File: src/rtl/sdiv_pkg.sv
// Shared types and helpers for the sequential signed divider.
// Holds the FSM state encoding, the default operand width and a magnitude helper.
package sdiv_pkg;

  localparam int DEF_W = 16;
  localparam int MAX_W = 64;

  typedef enum logic [1:0] {
    IDLE = 2'd0,
    ABS  = 2'd1,
    ITER = 2'd2,
    FIX  = 2'd3
  } state_t;

  // Callers sign-extend a narrower word to MAX_W and cast the result back.
  // The most negative word then yields its true unsigned magnitude.
  function automatic logic [MAX_W-1:0] magnitude(input logic signed [MAX_W-1:0] x);
    logic [MAX_W-1:0] ux;
    ux = x;
    return x[MAX_W-1] ? (~ux + MAX_W'(1)) : ux;
  endfunction

endpackage

File: src/rtl/sdiv_step.sv
// One restoring-division iteration on unsigned magnitudes.
// Shifts {P,A} left by one and keeps the trial subtraction only when it is non-negative.
module sdiv_step
  import sdiv_pkg::*;
#(
  parameter int W = DEF_W
) (
  input  logic [W:0]   p,
  input  logic [W-1:0] a,
  input  logic [W-1:0] d,
  output logic [W:0]   p_next,
  output logic [W-1:0] a_next
);

  logic [W+1:0] p_sh;
  logic [W+1:0] trial;

  // One guard bit above the partial remainder carries the trial sign.
  always_comb begin
    p_sh   = {p, a[W-1]};
    trial  = p_sh - {2'b00, d};
    a_next = {a[W-2:0], ~trial[W+1]};
    p_next = trial[W+1] ? p_sh[W:0] : trial[W:0];
  end

endmodule

File: src/rtl/sdiv_datapath.sv
// Sequential signed divider: restoring algorithm on magnitudes, one quotient bit
// per clock, followed by sign correction and divide-by-zero / overflow flagging.
module sdiv_datapath
  import sdiv_pkg::*;
#(
  parameter int W  = DEF_W,
  parameter int CW = 5
) (
  input  logic                clk,
  input  logic                rst,
  input  logic                start,
  input  logic signed [W-1:0] dividend,
  input  logic signed [W-1:0] divisor,
  output logic                busy,
  output logic                done,
  output logic signed [W-1:0] quotient,
  output logic signed [W-1:0] remainder,
  output logic                div_by_zero,
  output logic                overflow
);

  localparam logic [CW-1:0]       LAST    = CW'(W - 1);
  localparam logic signed [W-1:0] MOST_NEG = {1'b1, {(W-1){1'b0}}};

  state_t state, state_nx;

  logic signed [W-1:0] dvd_raw;
  logic signed [W-1:0] dvs_raw;
  logic [W:0]          p_reg;
  logic [W-1:0]        a_reg;
  logic [W-1:0]        d_reg;
  logic [CW-1:0]       count;
  logic [W:0]          p_next;
  logic [W-1:0]        a_next;
  logic                neg_q;
  logic                neg_r;

  sdiv_step #(.W(W)) u_step (
    .p      (p_reg),
    .a      (a_reg),
    .d      (d_reg),
    .p_next (p_next),
    .a_next (a_next)
  );

  assign neg_q = dvd_raw[W-1] ^ dvs_raw[W-1];
  assign neg_r = dvd_raw[W-1];

  always_ff @(posedge clk) begin
    if (rst) state <= IDLE;
    else     state <= state_nx;
  end

  always_comb begin
    state_nx = state;
    case (state)
      IDLE: if (start) state_nx = (divisor == '0) ? FIX : ABS;
      ABS:  state_nx = ITER;
      ITER: if (count == LAST) state_nx = FIX;
      FIX:  state_nx = IDLE;
      default: state_nx = IDLE;
    endcase
  end

  // Operand and iteration registers: no reset, their contents are only
  // consumed in states reachable after an accepted start.
  always_ff @(posedge clk) begin
    case (state)
      IDLE: begin
        if (start) begin
          dvd_raw <= dividend;
          dvs_raw <= divisor;
        end
      end
      ABS: begin
        a_reg <= W'(magnitude(MAX_W'(dvd_raw)));
        d_reg <= W'(magnitude(MAX_W'(dvs_raw)));
        p_reg <= '0;
        count <= '0;
      end
      ITER: begin
        p_reg <= p_next;
        a_reg <= a_next;
        count <= count + CW'(1);
      end
      default: ;
    endcase
  end

  // Result stage: outputs are registered at FIX and then held.
  always_ff @(posedge clk) begin
    if (rst) begin
      busy        <= 1'b0;
      done        <= 1'b0;
      quotient    <= '0;
      remainder   <= '0;
      div_by_zero <= 1'b0;
      overflow    <= 1'b0;
    end else begin
      done <= 1'b0;
      if (state == ABS) busy <= 1'b1;
      if (state == FIX) begin
        busy <= 1'b0;
        done <= 1'b1;
        if (dvs_raw == '0) begin
          quotient    <= '1;
          remainder   <= dvd_raw;
          div_by_zero <= 1'b1;
          overflow    <= 1'b0;
        end else begin
          quotient    <= $signed(neg_q ? (~a_reg + W'(1)) : a_reg);
          remainder   <= $signed(neg_r ? (~p_reg[W-1:0] + W'(1)) : p_reg[W-1:0]);
          div_by_zero <= 1'b0;
          overflow    <= (dvd_raw == MOST_NEG) && (dvs_raw == '1);
        end
      end
    end
  end

endmodule

File: config.mk
export PLATFORM = sky130hd
export DESIGN_NAME = sdiv_datapath
export DESIGN_NICKNAME = d
export VERILOG_FILES = /design/src/rtl/sdiv_pkg.sv /design/src/rtl/sdiv_step.sv /design/src/rtl/sdiv_datapath.sv
export SDC_FILE = /design/constraint.sdc
export NUM_CORES = 1
export LEC_CHECK = 0
export CORE_UTILIZATION = 45
export DETAILED_ROUTE_END_ITERATION = 8
export GPL_TIMING_DRIVEN = 1
export PLACE_DENSITY = 0.68
export SLEW_MARGIN = 5
export SYNTH_ARGS = -nofsm -noshare
export SYNTH_HDL_FRONTEND = slang
export SYNTH_SLANG_ARGS = --single-unit
File: constraint.sdc
create_clock -name clk -period 2.6 [get_ports clk]
set_input_delay 0.65 -clock clk [delete_from_list [all_inputs] [get_ports clk]]
set_output_delay 0.65 -clock clk [all_outputs]
set_load 0.1 [all_outputs]
[Word level (Yosys, flattened, before mapping)]
Index checks and enable logic that the tools add are counted.
Word-level totals
  flip-flop bits (word level): 124
  bits of input ports: 35
  output and inout bits: 36
Operators by class
  muxes and demuxes: 17
  bitwise logic cells: 6
  $add $sub $neg: 6
  reduce and logical (&&, ||, !) cells: 8
  equality and inequality tests: 8
Operators by type and width (number)
  $mux W16: 5
  $add A16 B1 Y16 const B: 4
  $not A16 Y16: 4
  $pmux W17 S2: 1
  $eq A16 B16 Y1 const B: 2
  $logic_not A16 Y1: 2
  $pmux W16 S2: 1
  $sub A18 B16 Y18: 1
  $mux W17: 1
  $mux W15: 1
  $pmux W5 S2: 1
  $pmux W2 S4: 1
  $mux W2: 3
  $add A5 B1 Y5 const B: 1
  $eq A5 B4 Y1 const B: 1
  $eq A2 B2 Y1 const B: 2
  $ne A2 B2 Y1 const B: 2
  $reduce_and A2 Y1: 2
  $mux W1: 3
  $eq A2 B1 Y1 const B: 1
  $logic_not A2 Y1: 1
  $reduce_bool A2 Y1: 1
  $reduce_or A2 Y1: 1
  $logic_and A1 B1 Y1: 1
  2 further kinds: 2

[Logic depth before layout (Yosys ltp)]
  word-level depth: 4
  mapped depth: 12

[Cells and area by module]
From an unflattened synthesis, not the netlist that was laid out.
Second synthesis, totals
  cell total of the unflattened synthesis: 685
  area total of the unflattened synthesis: 7116.8 um^2
By module, submodules not included
  sdiv_datapath: instances 1, area each 5853.1 um^2, sequential area each 3343.2 um^2, cells an instance 522
  sdiv_step: instances 1, area each 1263.7 um^2, sequential area each 0.0 um^2, cells an instance 163

[Least setup slack after synthesis]
OpenSTA, ideal clock, no wires.
  kind: reg2reg
  start: register p_reg[5]
  end: register p_reg[4] (data pin)
  slack: -44 ps
  library setup time: 147 ps
  required time: 2453 ps
  arrival: 2498 ps
  cell stages (with the launch flop): 10
  path through: edfxtp_1 ha_1 a21oi_1 nor2_1 a211oi_1 a21oi_1 nor3_1 clkbuf_1 o21ai_0 a21oi_1
Between the ends
  longest elaborated chain between the ends: 3
RTL lines
  start, declared: RTL line sdiv_datapath.sv:29  | logic [W:0] p_reg;
  start signal, assigned: RTL line sdiv_datapath.sv:82  | p_reg <= p_next;
  $sub A18 B16 Y18: RTL line sdiv_step.sv:21  | trial = p_sh - {2'b00, d};
  $mux W17: RTL line sdiv_step.sv:23  | p_next = trial[W+1] ? p_sh[W:0] : trial[W:0];
  $pmux W17 S2: RTL line sdiv_datapath.sv:68  | case (state)
Every way passes these cells.
A chain may end at the register's enable or synchronous reset.

[Final worst setup path]
  start: register p_reg[3]
  end: register p_reg[0] (data pin)
Same word-level chain as after synthesis.

==> impl_metrics.json <==
{
  "htreeDepth": 4,
  "grt_setup_unrepaired": "true",
  "reg2reg_depth": 9,
  "start_kind": "register",
  "skew_ns": 0.00999,
  "die-area_um2": 16100,
  "clkLatencyLatePin_ns": 0.42,
  "layout.nets": 883,
  "place_ws_ns": -0.0433,
  "holdWs_ns": 0.479,
  "root_buffer": "clkbuf_16",
  "yosysWarnings": 0,
  "syn_nets": 769,
  "postRouteAntennaNets": 0,
  "hold_viol_final": 0,
  "r2r_end": "p_reg[0]",
  "pin_count": 71,
  "netlist.area_leader.share": 0.368,
  "clockBufferDepth": 2,
  "crit_arrival_ns": 2.79,
  "ys_seq_area_frac": 0.476,
  "grt.overflow.total": 0,
  "gp_congestion": 0.887,
  "ys_ff_latch": 124,
  "yosysMostFrequentCell": "edfxtp_1",
  "grt_antenna_before_repair": 0,
  "dpl.hpwl_um": 12900,
  "period_needed_ns": 2.53,
  "max_freq_mhz": 396,
  "coreArea_um2": 15200,
  "clk_pin_slew_ns": 0.05,
  "die_h_um": 127,
  "diodes": 0,
  "synth_cells": 705,
  "routed_wl_um": 17800,
  "min_from": "remainder[12]",
  "maxCapViolCount": 0,
  "p_total_mw": 12.3,
  "synth_cell_types": 58,
  "hp-class": "register to register",
  "hold_depth": 2,
  "p_leak_nw": 3.23,
  "grtUsageTotal": 0.232,
  "row_count": 45,
  "die_x_um": 127,
  "numCtsBuffers": 17,
  "ys_top_cells_by_area": "edfxtp_1 37%, dfxtp_1 11%, xnor2_1 5.2%, ha_1 5.0%, o21ai_0 4.2%",
  "critPathKind": "register to register",
  "status": "finished, final reports clean",
  "grt_pass1_wl_um": 28600,
  "fin_crit_sh": 0.972,
  "irDropWorstVdd_v": 0.00175,
  "avgSynthCellArea_um2": 9.96,
  "holdPathEnd": "remainder[12]",
  "regToRegSetupSlack_ns": 0.07,
  "clock_sinks": 124,
  "synth_area_leader_cell": "edfxtp_1",
  "largest_reg_flops": 17,
  "holdBufCountCts": 0,
  "final_layout_size_suffix_gt1_frac": 0.191,
  "critical_path_required_ns": 2.87,
  "synth-main-ff-cell": "edfxtp_1",
  "slew_headroom": 0.480,
  "dr.pass1.iters": 5,
  "ys_top_cells_by_count": "86 x edfxtp_1, 67 x nor2_1, 59 x nand2_1, 59 x o21ai_0, 42 x xnor2_1",
  "setup_viol": 0,
  "end_kind": "register",
  "start_util": 0.462,
  "synth_edf_count": 86,
  "setup_slack_ns": 0.0723,
  "async_flop_share": 0,
  "grt_max_degree": 51,
  "drcViolationCount": 0,
  "grt_pass1_vias": 5630,
  "crit_fanout": 16,
  "nFillCells": 1348,
  "wire_per_inst_um": 17.4,
  "synthToLayoutAreaGrowth_pct": 24.8,
  "p_per_area_nw_per_um2": 1400,
  "portBuffers": 70,
  "design_area_um2": 8760,
  "max_slew.worst_pin.slew_ns": 0.779,
  "dp_cells": 985,
  "viasPerCell": 5.72,
  "netlist_area_um2": 7020,
  "fin_cells": 1020,
  "placed_area_um2": 8100,
  "drt_iter0_drc": 608,
  "maxSlewViolCount": 0,
  "vias": 5830,
  "cts_tree": "done",
  "r2r_start": "p_reg[3]"
}
==> cells by family (layout without fill, tap and decap cells) <==
logic type | Yosys count | count (layout) | synth area share
DFF | 124 | 124 | 0.476
buffers and inverters | 72 | 199 | 0.0528
and+or+nand+nor | 225 | 225 | 0.155
adders and majority gates | 29 | 29 | 0.0528
AOI/OAI and AO/OA | 176 | 176 | 0.163
muxes | 12 | 12 | 0.0173
xor gates and xnor gates | 67 | 67 | 0.0836
==> how the worst max path moves through the flow <==
stage	startpoint	end	slack, ns	cells past startpoint
after CTS	a_reg[15]	p_reg[14]	-0.01	10
after global routing	d_reg[8]	p_reg[16]	-0.04	9
after global placement	a_reg[15]	p_reg[14]	-0.01	10
after floorplan	p_reg[5]	p_reg[14]	-0.01	9
final	p_reg[3]	p_reg[0]	0.07	9
after detailed placement	p_reg[3]	p_reg[12]	-0.04	9
==> final cells by class <==
cell class / count / area [µm²] / area share
repair buffers: 131 / 1100 / 0.125
clock inverters: 11 / 72.6 / 0.00828
inverters: 36 / 135 / 0.0154
flip-flops and latches: 124 / 3340 / 0.382
well taps: 188 / 235 / 0.0269
multi-input cells: 509 / 3430 / 0.391
clock buffers: 21 / 450 / 0.0514
==> layer usage <==
metal	track usage	vias up	routed length, µm	part of all wire
met5	0	-	0	0
met4	0.104	0	437	0.025
met3	0.0405	32	1060	0.060
met2	0.370	208	8320	0.47
met1	0.309	2776	7940	0.45
li1	-	2814	-	-
==> critical path, stage by stage (launching register included) <==
cell and delay, ns:
edfxtp_1 0.38, ha_1 0.32, a21o_1 0.22, a31oi_2 0.23
a21o_1 0.20, a21oi_2 0.10, o21a_2 0.28, buf_12 0.16
or3_1 0.34, a21oi_1 0.14
==> repair_timing <==
item                       4_1_cts  5_1_grt
setup buffers                    0        3
gates resized for setup          4       23
pin swaps                        1        6
setup endpoints to repair        8       25
==> power by group <==
group / leakage [nW] / internal (mW) / switching, mW
sequential: 1.13 / 3.11 / 0.550
combinational: 1.85 / 2.56 / 3.93
clock: 0.252 / 1.23 / 0.870
==> through the flow <==
step	util	setup TNS [ns]
after global routing	0.576	-0.145
after detailed placement	0.533	-0.133
after floorplan	-	-0.0146
after CTS	0.568	-0.0122
final	0.576	0
after global placement	0.533	-0.0246
==> layout by cell type (no fill, tap or decap), drive strengths merged, types with 10 or more instances in the layout <==
cell,instances
clkbuf,21
mux2i,11
nand3,19
dfxtp,38
xnor2,42
nand2,59
ha,28
xor2,25
inv,37
or3,10
clkdlybuf4s50,34
o21ai,59
a21oi,40
a311oi,18
edfxtp,86
nor3,18
o31ai,16
nor2,67
buf,97
Power figures use the tool's default switching activity.
